--- config.mk ---
export PLATFORM = sky130hd
export DESIGN_NAME = xyz_response_compactor
export DESIGN_NICKNAME = d
export VERILOG_FILES = /design/src/rtl/xyz_response_compactor.sv
export SDC_FILE = /design/constraint.sdc
export NUM_CORES = 1
export LEC_CHECK = 0
export BUFFER_PORTS_ARGS = -buffer_cell sky130_fd_sc_hd__buf_2
export CORE_UTILIZATION = 40
export DETAILED_ROUTE_END_ITERATION = 6
export PLACE_DENSITY = 0.63
export SETUP_SLACK_MARGIN = 0.2
export SYNTH_ARGS = -nofsm -noshare
export SYNTH_HDL_FRONTEND = slang
export SYNTH_SLANG_ARGS = --single-unit
--- constraint.sdc ---
create_clock -name clk -period 2.5 [get_ports clk]
set_input_delay 0.25 -clock clk [delete_from_list [all_inputs] [get_ports clk]]
set_output_delay 0.25 -clock clk [all_outputs]
set_load 0.1 [all_outputs]
--- src/rtl/xyz_response_compactor.sv ---
// xyz_response_compactor
//   Samples the x/y/z outputs of the 5-input/3-output logic block, one vector
//   per in_valid/in_ready handshake, and compacts a run of NUM_VEC vectors into
//   a MISR signature plus per-output ones-counts. The finished result is
//   offered on a sig_valid/sig_ready handshake.
//
// Ports:
//   clk, rst_n          clock (rising edge), asynchronous active-low reset
//   start, abort        begin a run (IDLE only) / cancel the current run
//   in_valid, x, y, z   response vector from the logic block
//   in_ready            vector is accepted this cycle (CAPTURE)
//   busy                a run or result hand-off is in progress
//   sig_valid, sig_ready  result handshake
//   signature           MISR value
//   vec_count           vectors accepted in the current or last run
//   ones_x/y/z          accepted vectors with that output bit set
//
// All outputs come straight from registers (state decode or result regs),
// so there is no combinational path from any input to any output.

module xyz_response_compactor #(
  parameter int              SIG_W   = 16,
  parameter logic [SIG_W-1:0] POLY   = 16'h1021,
  parameter logic [SIG_W-1:0] SEED   = 16'h0000,
  parameter int              NUM_VEC = 32,
  parameter int              CNT_W   = 8
) (
  input  logic             clk,
  input  logic             rst_n,
  input  logic             start,
  input  logic             abort,
  input  logic             in_valid,
  input  logic             x,
  input  logic             y,
  input  logic             z,
  output logic             in_ready,
  output logic             busy,
  output logic             sig_valid,
  input  logic             sig_ready,
  output logic [SIG_W-1:0] signature,
  output logic [CNT_W-1:0] vec_count,
  output logic [CNT_W-1:0] ones_x,
  output logic [CNT_W-1:0] ones_y,
  output logic [CNT_W-1:0] ones_z
);

  typedef enum logic [1:0] {
    S_IDLE    = 2'd0,
    S_CAPTURE = 2'd1,
    S_HOLD    = 2'd2
  } state_t;

  state_t           state_r, state_s;
  logic [SIG_W-1:0] sig_r, sig_s;
  logic [CNT_W-1:0] vec_r, vec_s;
  logic [CNT_W-1:0] ox_r, ox_s;
  logic [CNT_W-1:0] oy_r, oy_s;
  logic [CNT_W-1:0] oz_r, oz_s;
  logic [CNT_W-1:0] vec_inc_s;

  // One MISR shift: shift left, fold the polynomial in when the MSB falls
  // out, and inject the response with x in bit 0, y in bit 1, z in bit 2.
  function automatic logic [SIG_W-1:0] misr_step(
    input logic [SIG_W-1:0] cur,
    input logic             bx,
    input logic             by,
    input logic             bz
  );
    logic [SIG_W-1:0] shifted;
    logic [SIG_W-1:0] fb_term;
    logic [SIG_W-1:0] data_term;
    shifted   = {cur[SIG_W-2:0], 1'b0};
    fb_term   = cur[SIG_W-1] ? POLY : {SIG_W{1'b0}};
    data_term = {{(SIG_W-3){1'b0}}, bz, by, bx};
    return shifted ^ fb_term ^ data_term;
  endfunction

  // Add one bit to a counter, sticking at all-ones.
  function automatic logic [CNT_W-1:0] sat_inc(
    input logic [CNT_W-1:0] cnt,
    input logic             inc
  );
    logic [CNT_W-1:0] res;
    if (inc && (cnt != {CNT_W{1'b1}})) begin
      res = cnt + {{(CNT_W-1){1'b0}}, 1'b1};
    end else begin
      res = cnt;
    end
    return res;
  endfunction

  // Next state and next result values; abort dominates start, accept and sig_ready.
  always_comb begin
    state_s   = state_r;
    sig_s     = sig_r;
    vec_s     = vec_r;
    ox_s      = ox_r;
    oy_s      = oy_r;
    oz_s      = oz_r;
    vec_inc_s = sat_inc(vec_r, 1'b1);
    case (state_r)
      S_IDLE: begin
        if (abort) begin
          state_s = S_IDLE;
        end else if (start) begin
          state_s = S_CAPTURE;
          sig_s   = SEED;
          vec_s   = {CNT_W{1'b0}};
          ox_s    = {CNT_W{1'b0}};
          oy_s    = {CNT_W{1'b0}};
          oz_s    = {CNT_W{1'b0}};
        end else begin
          state_s = S_IDLE;
        end
      end
      S_CAPTURE: begin
        if (abort) begin
          state_s = S_IDLE;
        end else if (in_valid) begin
          sig_s = misr_step(sig_r, x, y, z);
          vec_s = vec_inc_s;
          ox_s  = sat_inc(ox_r, x);
          oy_s  = sat_inc(oy_r, y);
          oz_s  = sat_inc(oz_r, z);
          if (vec_inc_s == CNT_W'(NUM_VEC)) begin
            state_s = S_HOLD;
          end else begin
            state_s = S_CAPTURE;
          end
        end else begin
          state_s = S_CAPTURE;
        end
      end
      S_HOLD: begin
        if (abort || sig_ready) begin
          state_s = S_IDLE;
        end else begin
          state_s = S_HOLD;
        end
      end
      default: begin
        state_s = S_IDLE;
      end
    endcase
  end

  // State and result registers.
  always_ff @(posedge clk or negedge rst_n) begin
    if (!rst_n) begin
      state_r <= S_IDLE;
      sig_r   <= SEED;
      vec_r   <= {CNT_W{1'b0}};
      ox_r    <= {CNT_W{1'b0}};
      oy_r    <= {CNT_W{1'b0}};
      oz_r    <= {CNT_W{1'b0}};
    end else begin
      state_r <= state_s;
      sig_r   <= sig_s;
      vec_r   <= vec_s;
      ox_r    <= ox_s;
      oy_r    <= oy_s;
      oz_r    <= oz_s;
    end
  end

  assign in_ready  = (state_r == S_CAPTURE);
  assign busy      = (state_r != S_IDLE);
  assign sig_valid = (state_r == S_HOLD);
  assign signature = sig_r;
  assign vec_count = vec_r;
  assign ones_x    = ox_r;
  assign ones_y    = oy_r;
  assign ones_z    = oz_r;

endmodule

# Yosys cells after proc, flatten, opt, wreduce, memory -nomap -nowiden
# Cells that the tools add are included.
# W data, S select, Z words.
dict set report word_totals {
  wordCells 68
  output_inout_bits 51
  inputBits 9
  ff_bits 50
}
dict set report op_classes {
  n_reduce_logical 11
  n_bitwise 2
  eq_ne 14
  muxes 31
  addsub 4
}
# operator n
set op_table {}
lappend op_table {{$mux W8} 14}
lappend op_table {{$mux W16} 4}
lappend op_table {{$pmux W8 S2} 4}
lappend op_table {{$add A8 B1 Y8 const B} 4}
lappend op_table {{$ne A8 B8 Y1 const B} 4}
lappend op_table {{$pmux W16 S2} 1}
lappend op_table {{$reduce_and A6 Y1} 3}
lappend op_table {{$xor A16 B13 Y16} 1}
lappend op_table {{$xor A16 B3 Y16} 1}
lappend op_table {{$mux W13} 1}
lappend op_table {{$eq A8 B6 Y1 const B} 1}
lappend op_table {{$mux W2} 4}
lappend op_table {{$ne A2 B2 Y1 const B} 4}
lappend op_table {{$ne A2 B1 Y1 const B} 3}
lappend op_table {{$pmux W2 S3} 1}
lappend op_table {{$reduce_and A5 Y1} 1}
lappend op_table {{$reduce_bool A2 Y1} 2}
lappend op_table {{$logic_and A1 B1 Y1} 3}
lappend op_table {{$eq A2 B1 Y1 const B} 1}
lappend op_table {{$eq A2 B2 Y1 const B} 1}
lappend op_table {{$logic_not A2 Y1} 1}
lappend op_table {{$mux W1} 2}
lappend op_table {{$logic_or A1 B1 Y1} 1}

# Logic depth before layout (Yosys ltp)
# Gate-level depths: netlist of run 1.
dict set report depth {
  depth_word 7
  mapped_depth 7
  ltp_nobuf 5
}

# Worst setup path after synthesis of run 1
# OpenSTA, ideal clock, no wires.
dict set report synth_path {
  path_kind {register to register}
  from {register vec_r[0] (netlist: vec_count[0])}
  to {register state_r[0]}
  period_less_slack_ns 2.387
  arrival_time_ns 2.268
  required_ns 2.381
  stages_incl_launch_ff 6
  slack_ns 0.113
  n_path_buf 0
  setup_ns 0.119
  path_cell_list {dfrtp_1 > ha_1 > and4_1 > nand4_1 > a221o_1 > o21a_1}
}
dict set report synth_via {
  elab_chain_len 7
  elab_cells_between_ends 8
  cone_classes {add/sub (1); eq/ne (2); mux (5)}
}
# element line_no
set synth_rtl {}
lappend synth_rtl {{from (decl)} 55} ;# logic [CNT_W-1:0] vec_r, vec_s;
lappend synth_rtl {{from (signal assigned)} 152} ;# vec_r <= {CNT_W{1'b0}};
lappend synth_rtl {{from (signal assigned)} 159} ;# vec_r <= vec_s;
lappend synth_rtl {{$add A8 B1 Y8 / $ne A8 B8 Y1 (equally long branches)} {85, 84}}
lappend synth_rtl {{$mux W8 (*)} 84} ;# if (inc && (cnt != {CNT_W{1'b1}})) begin
lappend synth_rtl {{$eq A8 B6 Y1 (*)} 125} ;# if (vec_inc_s == CNT_W'(NUM_VEC)) begin
lappend synth_rtl {{$mux W2 (*)} 125}
lappend synth_rtl {{$mux W2 (*)} 119} ;# end else if (in_valid) begin
lappend synth_rtl {{$mux W2 (*)} 117} ;# if (abort) begin
lappend synth_rtl {{$pmux W2 S3 (*)} 101} ;# case (state_r)
lappend synth_rtl {{net state_s[0]} 53} ;# state_t state_r, state_s;
lappend synth_rtl {{to (signal assigned)} 157} ;# state_r <= state_s;
lappend synth_rtl {{to (decl)} 53}
# Mark *: on every way through the listed nets, which the timed path passes. The rest lies on a longest branch.
# A chain may end at the register's enable or synchronous reset.

# Final worst setup path of run 1
dict set report layout_path {
  from {register state_r[0]}
  to {register oy_r[4] (netlist: ones_y[4])}
}
dict set report layout_via {
  elab_chain_len 3
  elab_cells_between_ends 10
  cone_classes {eq/ne (6); mux (1); reduce/logical (3)}
}
# element line_no
set layout_rtl {}
lappend layout_rtl {{$eq A2 B1 Y1 / $logic_not A2 Y1 (equally long branches)} 101}
lappend layout_rtl {{$ne A2 B1 Y1 (no line), or another cell as far along} -}
lappend layout_rtl {{$reduce_and A6 Y1 (no line)} -}
lappend layout_rtl {{to (signal assigned)} 154} ;# oy_r <= {CNT_W{1'b0}};
lappend layout_rtl {{to (signal assigned)} 161} ;# oy_r <= oy_s;
lappend layout_rtl {{to (decl)} 57} ;# logic [CNT_W-1:0] oy_r, oy_s;
# Parallel ways exist; a longest one is shown, timed or not.

==> run_summary.xml, run 1 <==
<?xml version="1.0" encoding="UTF-8"?>
<metrics>
  <group name="timing">
    <metric name="fin_setup_tns" unit="ns">0</metric>
    <metric name="slew_violations" unit="">0</metric>
    <metric name="clock.fmax" unit="MHz">462</metric>
    <metric name="final_hold_slack" unit="ns">0.218</metric>
    <metric name="layout_min_cycle_time" unit="ns">2.17</metric>
    <metric name="worst_clock_skew" unit="ns">0.00534</metric>
    <metric name="grt_setup_unrepaired" unit="">no</metric>
    <metric name="worst-slew-pin-transition" unit="ns">0.674</metric>
    <metric name="max_slew_margin" unit="%">55.1</metric>
    <metric name="finalHoldViolations" unit="">0</metric>
    <metric name="final_number_of_setup_violating_endpoints" unit="">0</metric>
    <metric name="finalCritPeriodShare" unit="%">86.6</metric>
  </group>
  <group name="critical_path">
    <metric name="cp_arrival" unit="ns">2.39</metric>
    <metric name="critical_path.reg2reg.endpoint" unit="">ones_y[4]</metric>
    <metric name="worst-r2r-setup-slack" unit="ns">0.33</metric>
    <metric name="end_kind" unit="">register</metric>
    <metric name="critPathMaxFanout" unit="">20</metric>
    <metric name="r2r.worst_path.cells" unit="">4</metric>
    <metric name="regToRegStartpoint" unit="">state_r[0]</metric>
    <metric name="crit_path_start_kind" unit="">register</metric>
    <metric name="required_time_at_the_endpoint_of_the_critical_path" unit="ns">2.73</metric>
    <metric name="timing.setup.critical_path_class" unit="">register to register</metric>
  </group>
  <group name="cells_and_area">
    <metric name="layout-area-overhead-vs-synth" unit="%">18.6</metric>
    <metric name="insertedDiodeCount" unit="">0</metric>
    <metric name="final_net_count" unit="">345</metric>
    <metric name="layout-drive-gt1-share" unit="%">25.5</metric>
  </group>
  <group name="global_routing">
    <metric name="grt_antenna_before_repair" unit="">0</metric>
    <metric name="grt_util_all_layers" unit="%">19.4</metric>
    <metric name="grt_start_max_net_pins" unit="">28</metric>
    <metric name="grt_pass1_vias" unit="">2242</metric>
    <metric name="grt.overflow.total" unit="">0</metric>
    <metric name="global_route_wire_length_before_repair" unit="um">11100</metric>
  </group>
  <group name="run_status">
    <metric name="failing_checks" unit="">design-rule violations</metric>
    <metric name="run_status" unit="">finished with violations</metric>
  </group>
  <group name="cts">
    <metric name="root_cell_of_the_clock_tree" unit="">sky130_fd_sc_hd__clkbuf_8</metric>
    <metric name="ctsHoldBuffers" unit="">1</metric>
    <metric name="inserted_clock_buffers" unit="">5</metric>
    <metric name="postCtsResizedCells" unit="">0</metric>
    <metric name="clk_path_buf_depth" unit="">2</metric>
    <metric name="cts_setup_buffers" unit="">0</metric>
    <metric name="numClockSinks" unit="">50</metric>
    <metric name="clock_insertion_delay_at_the_later_pin_of_the_skew_report" unit="ns">0.30</metric>
    <metric name="tritoncts" unit="">built</metric>
    <metric name="cts.clk_slew.worst_paths" unit="ns">0.09</metric>
    <metric name="htree_levels" unit="">2</metric>
  </group>
  <group name="synth">
    <metric name="synth_most_common_cell" unit="">sky130_fd_sc_hd__dfrtp_1</metric>
    <metric name="asyncSetResetFlopFracSynth" unit="%">100</metric>
    <metric name="synthesis.area_per_instance" unit="um2">9.95</metric>
    <metric name="synth_edf_count" unit="">0</metric>
    <metric name="yosysWarnings" unit="">0</metric>
    <metric name="syn_inst" unit="">272</metric>
    <metric name="dominantRegCellSynth" unit="">sky130_fd_sc_hd__dfrtp_1</metric>
    <metric name="synthDominantCellAreaShare" unit="%">46.2</metric>
    <metric name="synth.cell_area" unit="mm2">0.00271</metric>
    <metric name="post_synthesis_sequential_element_count" unit="">50</metric>
    <metric name="synth_fp_nets" unit="">285</metric>
    <metric name="synth_cell_type_count" unit="">45</metric>
    <metric name="seq_area_frac_synth" unit="%">46.2</metric>
    <metric name="netlist.top_cell.by_area" unit="">sky130_fd_sc_hd__dfrtp_1</metric>
    <metric name="synth_top_area_cells" unit="">sky130_fd_sc_hd__dfrtp_1 (46%), sky130_fd_sc_hd__a22o_1 (5.5%), sky130_fd_sc_hd__mux2i_1 (3.0%), sky130_fd_sc_hd__nand2_1 (2.9%), sky130_fd_sc_hd__nand3_1 (2.8%)</metric>
    <metric name="ys_top_cells_by_count" unit="">sky130_fd_sc_hd__dfrtp_1 (50), sky130_fd_sc_hd__nand2_1 (21), sky130_fd_sc_hd__a22o_1 (17)</metric>
  </group>
  <group name="detailed_routing">
    <metric name="drc_errors" unit="">8</metric>
    <metric name="drt-pass1-iter-count" unit="">6</metric>
    <metric name="via_count" unit="">2400</metric>
    <metric name="route.antenna.remaining_nets" unit="">0</metric>
    <metric name="vias_per_cell" unit="">5.85</metric>
    <metric name="drt_first_iter_violations" unit="">117</metric>
    <metric name="avgRoutedWirePerCell" unit="um">15.8</metric>
    <metric name="final_routed_wirelength_across_all_metal_layers" unit="um">6500</metric>
  </group>
  <group name="power">
    <metric name="cellPowerDensity" unit="mW/mm2">596</metric>
    <metric name="static-leakage-power" unit="nW">1.64</metric>
    <metric name="irDropWorstVdd" unit="uV">307</metric>
  </group>
  <group name="die">
    <metric name="floorplan.initialDensity" unit="%">41.9</metric>
    <metric name="die_area" unit="mm2">0.00710</metric>
    <metric name="floorplan.die.height" unit="um">84.3</metric>
    <metric name="top_level_ports" unit="">60</metric>
    <metric name="std_cell_rows" unit="">29</metric>
    <metric name="die_width" unit="um">84.3</metric>
    <metric name="floorplan.core_area" unit="mm2">0.00646</metric>
  </group>
  <group name="place">
    <metric name="placement.io_buffers" unit="">59</metric>
    <metric name="post-dp-hpwl" unit="um">4680</metric>
    <metric name="gp_congestion" unit="">0.787</metric>
  </group>
  <group name="hold_path">
    <metric name="worstHoldPathType" unit="">input pin to register</metric>
    <metric name="worstHoldStart" unit="">sig_ready</metric>
    <metric name="hold_path_depth" unit="">4</metric>
    <metric name="min_to" unit="">state_r[1]</metric>
  </group>
  <group name="run">
    <metric name="maxCapViolations" unit="">0</metric>
  </group>
</metrics>
## power breakdown
group          switching [mW]  internal, mW  total, mW
Combinational           0.418         0.103      0.521
Sequential             0.0500         0.846      0.896
Clock                   0.274         0.223      0.497
Total                   0.743          1.17       1.91
## metal layers
metal	global-route usage (%)	up-vias	routed length (um)
met5	0	-	0
met4	4.55	0	49
met3	4.23	6	270
met2	30.4	58	3000
met1	27.5	1183	3180
li1	-	1153	-
## cells in the final DEF (no fill, tap or decap), types with 2 or more instances in the layout
master	n
sky130_fd_sc_hd__o211ai_1	7
sky130_fd_sc_hd__mux2i_1	8
sky130_fd_sc_hd__nor2_1	5
sky130_fd_sc_hd__a22o_1	17
sky130_fd_sc_hd__clkbuf_8	6
sky130_fd_sc_hd__a21o_1	7
sky130_fd_sc_hd__inv_1	7
sky130_fd_sc_hd__or3_1	2
sky130_fd_sc_hd__nand3b_1	2
sky130_fd_sc_hd__o21a_1	4
sky130_fd_sc_hd__nand2b_1	8
sky130_fd_sc_hd__a21boi_0	2
sky130_fd_sc_hd__and4_1	8
sky130_fd_sc_hd__dfrtp_1	48
sky130_fd_sc_hd__o31ai_1	4
sky130_fd_sc_hd__nor2b_1	4
sky130_fd_sc_hd__nor4_2	2
sky130_fd_sc_hd__xor2_1	7
sky130_fd_sc_hd__ha_1	4
sky130_fd_sc_hd__nand3_1	15
sky130_fd_sc_hd__nand2_1	21
sky130_fd_sc_hd__nor4_1	4
sky130_fd_sc_hd__buf_2	59
sky130_fd_sc_hd__a31oi_1	4
sky130_fd_sc_hd__and3_1	6
sky130_fd_sc_hd__o21ai_0	11
sky130_fd_sc_hd__a21oi_1	13
sky130_fd_sc_hd__buf_4	9
sky130_fd_sc_hd__nor3_1	2
sky130_fd_sc_hd__dfrtp_2	2
sky130_fd_sc_hd__or4_1	6
sky130_fd_sc_hd__nand4_1	10
## through the flow
step	total power, mW	setup slack [ns]	cells	util, %	area [um2]
finish	1.91	0.335	410	49.7	3210
global route	2.01	0.206	410	49.7	3210
CTS	1.94	0.347	410	49.7	3210
detailed placement	1.43	0.365	401	48.1	3110
global placement	1.43	0.463	401	48.1	3110
floorplan	1.31	0.229	272	-	2710
## registers in the layout (all words and copies together), names as in the netlist
register,cells
ones_x,8
ones_y,8
ones_z,8
signature,16
state_r,2
vec_count,8
## worst max-delay path by stage
stage	startpoint	slack [ns]	endpoint	depth (start not counted)
2_1_floorplan	vec_count[4]	0.23	state_r[0]	5
3_3_place_gp	state_r[0]	0.46	ones_y[4]	4
3_5_place_dp	state_r[0]	0.36	ones_y[4]	4
4_1_cts	state_r[0]	0.35	ones_y[4]	4
5_1_grt	state_r[0]	0.21	ones_y[4]	4
6_report	state_r[0]	0.33	ones_y[4]	4
## final cells by class
class / instances / area [um2]
Clock inverter: 2 / 12.5
Inverter: 7 / 26.3
Sequential cell: 50 / 1250
Fill cell: 633 / 3250
Clock buffer: 6 / 82.6
Multi-Input combinational cell: 199 / 1370
Tap cell: 77 / 96.3
Timing Repair Buffer: 69 / 373
## critical path: stages, from the launching register on
cell	delay (ns)
sky130_fd_sc_hd__dfrtp_1	0.56
sky130_fd_sc_hd__mux2i_1	0.15
sky130_fd_sc_hd__or3_1	0.62
sky130_fd_sc_hd__or4_1	0.60
sky130_fd_sc_hd__a21oi_1	0.17
## cell families after synthesis
logic type	after synthesis	share of synthesized area, %
and+or+nand+nor	102	22.6
AOI/OAI and AO/OA	77	20.2
xor gates and xnor gates	7	2.26
buffers and inverters	23	3.56
DFF	50	46.2
adders and majority gates	4	1.85
muxes	9	3.37
(Power assumes the default switching activity.)
==> run 2, diff against run 1 <==
==> constraint.sdc (replaced) <==
create_clock -name clk -period 2.5 [get_ports clk]
set_input_delay 0.125 -clock clk [delete_from_list [all_inputs] [get_ports clk]]
set_output_delay 0.125 -clock clk [all_outputs]
set_load 0.1 [all_outputs]
==> run_summary.xml, run 2 (synthesized netlist as in run 1, its figures left out) <==
<?xml version="1.0" encoding="UTF-8"?>
<metrics>
  <group name="detailed_routing">
    <metric name="avgRoutedWirePerCell" unit="um">16.0</metric>
    <metric name="drc_errors" unit="">8</metric>
    <metric name="route.antenna.remaining_nets" unit="">0</metric>
    <metric name="vias_per_cell" unit="">5.76</metric>
    <metric name="via_count" unit="">2363</metric>
    <metric name="drt_first_iter_violations" unit="">117</metric>
    <metric name="final_routed_wirelength_across_all_metal_layers" unit="um">6560</metric>
    <metric name="drt-pass1-iter-count" unit="">7</metric>
  </group>
  <group name="timing">
    <metric name="clock.fmax" unit="MHz">482</metric>
    <metric name="slew_violations" unit="">0</metric>
    <metric name="max_slew_margin" unit="%">53.4</metric>
    <metric name="finalCritPeriodShare" unit="%">83.0</metric>
    <metric name="final_hold_slack" unit="ns">0.110</metric>
    <metric name="worst_clock_skew" unit="ns">0.0120</metric>
    <metric name="fin_setup_tns" unit="ns">0</metric>
    <metric name="final_number_of_setup_violating_endpoints" unit="">0</metric>
    <metric name="layout_min_cycle_time" unit="ns">2.07</metric>
    <metric name="finalHoldViolations" unit="">0</metric>
    <metric name="grt_setup_unrepaired" unit="">no</metric>
    <metric name="worst-slew-pin-transition" unit="ns">0.700</metric>
  </group>
  <group name="cts">
    <metric name="htree_levels" unit="">2</metric>
    <metric name="numClockSinks" unit="">50</metric>
    <metric name="clk_path_buf_depth" unit="">2</metric>
    <metric name="cts.clk_slew.worst_paths" unit="ns">0.10</metric>
    <metric name="tritoncts" unit="">built</metric>
    <metric name="clock_insertion_delay_at_the_later_pin_of_the_skew_report" unit="ns">0.31</metric>
    <metric name="inserted_clock_buffers" unit="">5</metric>
    <metric name="root_cell_of_the_clock_tree" unit="">sky130_fd_sc_hd__clkbuf_8</metric>
  </group>
  <group name="critical_path">
    <metric name="timing.setup.critical_path_class" unit="">register to register</metric>
    <metric name="cp_arrival" unit="ns">2.32</metric>
    <metric name="end_kind" unit="">register</metric>
    <metric name="critPathMaxFanout" unit="">18</metric>
    <metric name="required_time_at_the_endpoint_of_the_critical_path" unit="ns">2.75</metric>
    <metric name="crit_path_start_kind" unit="">register</metric>
  </group>
  <group name="global_routing">
    <metric name="grt_util_all_layers" unit="%">19.6</metric>
    <metric name="grt_start_max_net_pins" unit="">31</metric>
    <metric name="grt.overflow.total" unit="">0</metric>
    <metric name="grt_antenna_before_repair" unit="">0</metric>
    <metric name="global_route_wire_length_before_repair" unit="um">11000</metric>
    <metric name="grt_pass1_vias" unit="">2211</metric>
  </group>
  <group name="hold_path">
    <metric name="worstHoldPathType" unit="">input pin to register</metric>
  </group>
  <group name="cells_and_area">
    <metric name="most_common_cell_after_layout_fill_and_taps_aside" unit="">sky130_fd_sc_hd__buf_2</metric>
    <metric name="layoutNonFillerInstCount" unit="">410</metric>
    <metric name="layout-drive-gt1-share" unit="%">25.5</metric>
    <metric name="insertedDiodeCount" unit="">0</metric>
    <metric name="largest_reg_flops" unit="">16</metric>
    <metric name="fin_util" unit="%">49.7</metric>
    <metric name="final_net_count" unit="">345</metric>
    <metric name="most_used_cells_in_the_layout_excluding_fill_and_tap_cells" unit="">sky130_fd_sc_hd__buf_2 (59), sky130_fd_sc_hd__dfrtp_1 (48), sky130_fd_sc_hd__nand2_1 (21)</metric>
    <metric name="layout-area-overhead-vs-synth" unit="%">18.7</metric>
  </group>
  <group name="power">
    <metric name="cellPowerDensity" unit="mW/mm2">601</metric>
    <metric name="static-leakage-power" unit="nW">1.64</metric>
    <metric name="total_power" unit="mW">1.93</metric>
    <metric name="irDropWorstVdd" unit="uV">269</metric>
  </group>
  <group name="die">
    <metric name="floorplan.initialDensity" unit="%">41.9</metric>
    <metric name="floorplan.die.height" unit="um">84.3</metric>
    <metric name="die_area" unit="mm2">0.00710</metric>
    <metric name="die_width" unit="um">84.3</metric>
    <metric name="floorplan.core_area" unit="mm2">0.00646</metric>
    <metric name="top_level_ports" unit="">60</metric>
    <metric name="std_cell_rows" unit="">29</metric>
  </group>
  <group name="place">
    <metric name="placement.io_buffers" unit="">59</metric>
    <metric name="gp_congestion" unit="">0.767</metric>
    <metric name="post-dp-hpwl" unit="um">4680</metric>
    <metric name="placed_cells" unit="">401</metric>
  </group>
  <group name="run_status">
    <metric name="failing_checks" unit="">design-rule violations</metric>
    <metric name="run_status" unit="">finished with violations</metric>
  </group>
  <group name="run">
    <metric name="maxCapViolations" unit="">0</metric>
  </group>
</metrics>
[run 2: cell types whose count changed in the layout (fill, tap and decap cells not counted)]
cell / change
sky130_fd_sc_hd__clkinv_4: +2
sky130_fd_sc_hd__clkinvlp_4: -1
sky130_fd_sc_hd__inv_8: +1
sky130_fd_sc_hd__clkinv_2: -1
sky130_fd_sc_hd__clkbuf_8: -1
[run 2: path summary, 6_finish.rpt]
path                                    from             to  slack [ns]  cells after the start
min in group asynchronous              rst_n   signature[8]        0.38                      2
worst max-delay path              state_r[0]      ones_y[4]        0.43                      4
worst min-delay path               sig_ready     state_r[1]        0.11                      4
worst max register to register    state_r[0]      ones_y[4]        0.43                      4
worst min register to register  signature[9]  signature[10]        0.54                      1
max in group asynchronous              rst_n      ones_z[7]        1.45                      3
[run 2: metal layers]
metal / global-route usage (%) / part of all wire [%] / up-vias
met4: 5.17 / 0.88 / 0
met1: 27.7 / 50 / 1141
li1: - / - / 1163
met5: 0 / 0 / -
met3: 4.13 / 4.3 / 5
met2: 30.6 / 45 / 54
[run 2: cell type report]
class / count / area (um2)
fill: 616 / 3250
multi-input combinational: 199 / 1370
sequential: 50 / 1250
timing repair buffer: 69 / 373
tap: 77 / 96.3
clock buffer: 5 / 68.8
clock inverter: 3 / 28.8
inverter: 7 / 26.3
[run 2: critical path, stage by stage, from the launching register on]
cell and delay, ns:
sky130_fd_sc_hd__dfrtp_1 0.55, sky130_fd_sc_hd__mux2i_1 0.14, sky130_fd_sc_hd__or3_1 0.59, sky130_fd_sc_hd__or4_1 0.58, sky130_fd_sc_hd__a21oi_1 0.15
[run 2: what timing repair did]
item                      CTS  global route
setup buffers               0             0
gates resized for setup     0             0
hold endpoints to repair   28             0
hold buffers                1             0
[run 2: where the power goes]
part	total [mW]	switching, mW	internal [mW]
registers	0.894	0.0485	0.846
clock network	0.513	0.305	0.208
logic	0.522	0.419	0.103
total	1.93	0.773	1.16
[run 2: through the flow]
step | instance area (um2) | setup slack [ns]
5_1_grt | 3210 | 0.265
3_3_place_gp | 3110 | 0.499
6_report | 3210 | 0.425
2_1_floorplan | 2710 | 0.229
4_1_cts | 3210 | 0.416
3_5_place_dp | 3110 | 0.422
==> run 3, diff against run 2 <==
--- a/config.mk
+++ b/config.mk
@@ -5,6 +5,7 @@
 export SDC_FILE = /design/constraint.sdc
 export NUM_CORES = 1
 export LEC_CHECK = 0
+export ABC_AREA = 1
 export BUFFER_PORTS_ARGS = -buffer_cell sky130_fd_sc_hd__buf_2
 export CORE_UTILIZATION = 40
 export DETAILED_ROUTE_END_ITERATION = 6
==> constraint.sdc (replaced) <==
create_clock -name clk -period 2.15 [get_ports clk]
set_input_delay 0.1075 -clock clk [delete_from_list [all_inputs] [get_ports clk]]
set_output_delay 0.1075 -clock clk [all_outputs]
set_load 0.1 [all_outputs]
==> run_summary.xml, run 3 <==
<?xml version="1.0" encoding="UTF-8"?>
<metrics>
  <group name="run_status">
    <metric name="failing_checks" unit="">design-rule violations</metric>
    <metric name="run_status" unit="">finished with violations</metric>
  </group>
  <group name="die">
    <metric name="die_area" unit="mm2">0.00707</metric>
    <metric name="floorplan.initialDensity" unit="%">41.9</metric>
    <metric name="floorplan.die.height" unit="um">84.1</metric>
    <metric name="std_cell_rows" unit="">29</metric>
    <metric name="die_width" unit="um">84.1</metric>
    <metric name="floorplan.core_area" unit="mm2">0.00642</metric>
    <metric name="top_level_ports" unit="">60</metric>
  </group>
  <group name="synth">
    <metric name="synthDominantCellAreaShare" unit="%">46.4</metric>
    <metric name="synth_cell_type_count" unit="">32</metric>
    <metric name="synthesis.area_per_instance" unit="um2">8.16</metric>
    <metric name="synth_top_area_cells" unit="">sky130_fd_sc_hd__dfrtp_1 (46%), sky130_fd_sc_hd__nand2_1 (9.5%), sky130_fd_sc_hd__inv_1 (5.6%), sky130_fd_sc_hd__nand3_1 (5.6%), sky130_fd_sc_hd__o21ai_0 (4.8%)</metric>
    <metric name="synth_edf_count" unit="">0</metric>
    <metric name="seq_area_frac_synth" unit="%">46.4</metric>
    <metric name="netlist.top_cell.by_area" unit="">sky130_fd_sc_hd__dfrtp_1</metric>
    <metric name="syn_inst" unit="">330</metric>
    <metric name="synth_fp_nets" unit="">343</metric>
    <metric name="post_synthesis_sequential_element_count" unit="">50</metric>
    <metric name="yosysWarnings" unit="">0</metric>
    <metric name="ys_top_cells_by_count" unit="">sky130_fd_sc_hd__nand2_1 (68), sky130_fd_sc_hd__dfrtp_1 (50), sky130_fd_sc_hd__inv_1 (40)</metric>
    <metric name="dominantRegCellSynth" unit="">sky130_fd_sc_hd__dfrtp_1</metric>
    <metric name="synth.cell_area" unit="mm2">0.00269</metric>
    <metric name="asyncSetResetFlopFracSynth" unit="%">100</metric>
    <metric name="synth_most_common_cell" unit="">sky130_fd_sc_hd__nand2_1</metric>
  </group>
  <group name="place">
    <metric name="dpl-instance-area" unit="mm2">0.00311</metric>
    <metric name="placement.io_buffers" unit="">59</metric>
    <metric name="place_ws" unit="ns">0.420</metric>
    <metric name="post-dp-hpwl" unit="um">4540</metric>
    <metric name="placed_cells" unit="">465</metric>
    <metric name="gp_congestion" unit="">0.799</metric>
  </group>
  <group name="detailed_routing">
    <metric name="final_routed_wirelength_across_all_metal_layers" unit="um">6310</metric>
    <metric name="avgRoutedWirePerCell" unit="um">13.3</metric>
    <metric name="drt_first_iter_violations" unit="">115</metric>
    <metric name="route.antenna.remaining_nets" unit="">0</metric>
    <metric name="vias_per_cell" unit="">5.12</metric>
    <metric name="via_count" unit="">2426</metric>
    <metric name="drc_errors" unit="">10</metric>
    <metric name="drt-pass1-iter-count" unit="">6</metric>
  </group>
  <group name="critical_path">
    <metric name="worst-r2r-setup-slack" unit="ns">0.41</metric>
    <metric name="required_time_at_the_endpoint_of_the_critical_path" unit="ns">2.04</metric>
    <metric name="regToRegStartpoint" unit="">vec_count[0]</metric>
    <metric name="critical_path.reg2reg.endpoint" unit="">state_r[0]</metric>
    <metric name="end_kind" unit="">primary output</metric>
    <metric name="timing.setup.critical_path_class" unit="">register to primary output</metric>
    <metric name="slowest_stage" unit="">sky130_fd_sc_hd__buf_2</metric>
    <metric name="cp_arrival" unit="ns">1.71</metric>
    <metric name="crit_path_start_kind" unit="">register</metric>
    <metric name="timing.critical_path.slowest_cell_delay" unit="ns">0.43</metric>
    <metric name="critical_path.n_buffers_inverters" unit="">4</metric>
    <metric name="crit_path_cell_trace" unit="">inv_1 &gt; nand2_2 &gt; inv_2 &gt; buf_4 &gt; buf_2</metric>
    <metric name="r2r.worst_path.cells" unit="">11</metric>
    <metric name="critPathTopFamily" unit="">buffers and inverters</metric>
    <metric name="critPathMaxFanout" unit="">8</metric>
  </group>
  <group name="cells_and_area">
    <metric name="fin_util" unit="%">50.7</metric>
    <metric name="final_net_count" unit="">409</metric>
    <metric name="layout-drive-gt1-share" unit="%">25.7</metric>
    <metric name="postLayoutCellArea" unit="mm2">0.00326</metric>
    <metric name="largest_reg_flops" unit="">16</metric>
    <metric name="most_used_cells_in_the_layout_excluding_fill_and_tap_cells" unit="">sky130_fd_sc_hd__nand2_1 (68), sky130_fd_sc_hd__buf_2 (59), sky130_fd_sc_hd__inv_1 (40)</metric>
    <metric name="layoutNonFillerInstCount" unit="">474</metric>
    <metric name="most_common_cell_after_layout_fill_and_taps_aside" unit="">sky130_fd_sc_hd__nand2_1</metric>
    <metric name="insertedDiodeCount" unit="">0</metric>
    <metric name="layout-area-overhead-vs-synth" unit="%">20.9</metric>
    <metric name="nFillCells" unit="">612</metric>
  </group>
  <group name="global_routing">
    <metric name="grt_antenna_before_repair" unit="">0</metric>
    <metric name="global_route_wire_length_before_repair" unit="um">10800</metric>
    <metric name="grt_start_max_net_pins" unit="">27</metric>
    <metric name="grt_util_all_layers" unit="%">19.0</metric>
    <metric name="grt_pass1_vias" unit="">2256</metric>
    <metric name="grt.overflow.total" unit="">0</metric>
  </group>
  <group name="timing">
    <metric name="worst-slew-pin-transition" unit="ns">0.600</metric>
    <metric name="grt_setup_unrepaired" unit="">no</metric>
    <metric name="fin_setup_tns" unit="ns">0</metric>
    <metric name="finalCritPeriodShare" unit="%">84.7</metric>
    <metric name="final_number_of_setup_violating_endpoints" unit="">0</metric>
    <metric name="finalHoldViolations" unit="">0</metric>
    <metric name="worst_clock_skew" unit="ns">0.0114</metric>
    <metric name="setup_ws" unit="ns">0.328</metric>
    <metric name="layout_min_cycle_time" unit="ns">1.82</metric>
    <metric name="slew_violations" unit="">0</metric>
    <metric name="clock.fmax" unit="MHz">549</metric>
    <metric name="max_slew_margin" unit="%">60.0</metric>
  </group>
  <group name="hold_path">
    <metric name="worstHoldPathType" unit="">input pin to register</metric>
    <metric name="hold_path_depth" unit="">4</metric>
    <metric name="min_to" unit="">state_r[1]</metric>
    <metric name="worstHoldStart" unit="">sig_ready</metric>
  </group>
  <group name="cts">
    <metric name="numClockSinks" unit="">50</metric>
    <metric name="root_cell_of_the_clock_tree" unit="">sky130_fd_sc_hd__clkbuf_8</metric>
    <metric name="cts.clk_slew.worst_paths" unit="ns">0.10</metric>
    <metric name="inserted_clock_buffers" unit="">5</metric>
    <metric name="tritoncts" unit="">built</metric>
    <metric name="postCtsResizedCells" unit="">0</metric>
    <metric name="clk_path_buf_depth" unit="">2</metric>
    <metric name="clock_insertion_delay_at_the_later_pin_of_the_skew_report" unit="ns">0.31</metric>
    <metric name="htree_levels" unit="">2</metric>
    <metric name="cts_setup_buffers" unit="">0</metric>
  </group>
  <group name="power">
    <metric name="static-leakage-power" unit="nW">1.66</metric>
    <metric name="cellPowerDensity" unit="mW/mm2">892</metric>
    <metric name="irDropWorstVdd" unit="uV">300</metric>
  </group>
  <group name="run">
    <metric name="maxCapViolations" unit="">0</metric>
  </group>
</metrics>
[run 3: logic make-up (layout without fill, tap and decap cells)]
kind of cell | count (synthesis) | after routing | share of synthesized area (%)
adders and majority gates | 4 | 4 | 1.86
xor gates and xnor gates | 15 | 15 | 4.88
DFF | 50 | 50 | 46.4
buffers and inverters | 49 | 116 | 7.01
and+or+nand+nor | 156 | 156 | 27.4
AOI/OAI and AO/OA | 55 | 55 | 12.0
muxes | 1 | 1 | 0.372
[run 3: per-layer routing]
| layer | up-vias | share of wire (%) | GRT usage (%) |
|---|---|---|---|
| met5 | - | 0 | 0 |
| met4 | 0 | 0.60 | 5.17 |
| met3 | 2 | 3.4 | 3.46 |
| met2 | 47 | 48 | 31.2 |
| met1 | 1150 | 48 | 25.6 |
| li1 | 1227 | - | - |
[run 3: per-stage QoR]
| step | power [mW] | hold slack [ns] |
|---|---|---|
| after CTS | 2.93 | 0.0473 |
| final | 2.90 | 0.0549 |
| after global placement | 2.11 | 0.148 |
| after global routing | 3.03 | 0.0865 |
| after detailed placement | 2.12 | 0.155 |
| after floorplan | 1.92 | -0.188 |
[run 3: final cells by class]
class	count	area, um2	area share, %
sequential	50	1270	38.9
clock inverter	3	68.8	2.11
tap	77	96.3	2.96
clock buffer	5	68.8	2.11
timing repair buffer	64	335	10.3
multi-input combinational	231	1260	38.6
inverter	44	165	5.07
[run 3: timing repair]
item                                   CTS  global route
setup endpoints to repair                0             0
hold buffers                             1             0
endpoints found under the hold margin   24             0
[run 3: power by group]
group / total [mW] / switching (mW) / internal, mW
clock network: 0.801 / 0.334 / 0.466
registers: 1.12 / 0.0934 / 1.02
logic: 0.988 / 0.823 / 0.165
total: 2.90 / 1.25 / 1.65
[run 3: worst max path at each step]
stage / cells after the start / startpoint / to / slack (ns)
3_5_place_dp: 11 / vec_count[0] / state_r[0] / 0.42
4_1_cts: 5 / state_r[1] / in_ready / 0.31
3_3_place_gp: 11 / vec_count[0] / state_r[0] / 0.49
5_1_grt: 5 / state_r[1] / in_ready / 0.22
6_report: 5 / state_r[1] / in_ready / 0.33
2_1_floorplan: 9 / ones_y[3] / ones_y[5] / 0.20
[run 3: worst min-delay path: stages]
cell	delay, ns
sky130_fd_sc_hd__buf_2	0.08
sky130_fd_sc_hd__nor2_1	0.04
sky130_fd_sc_hd__nand2_1	0.06
sky130_fd_sc_hd__nand2_1	0.05
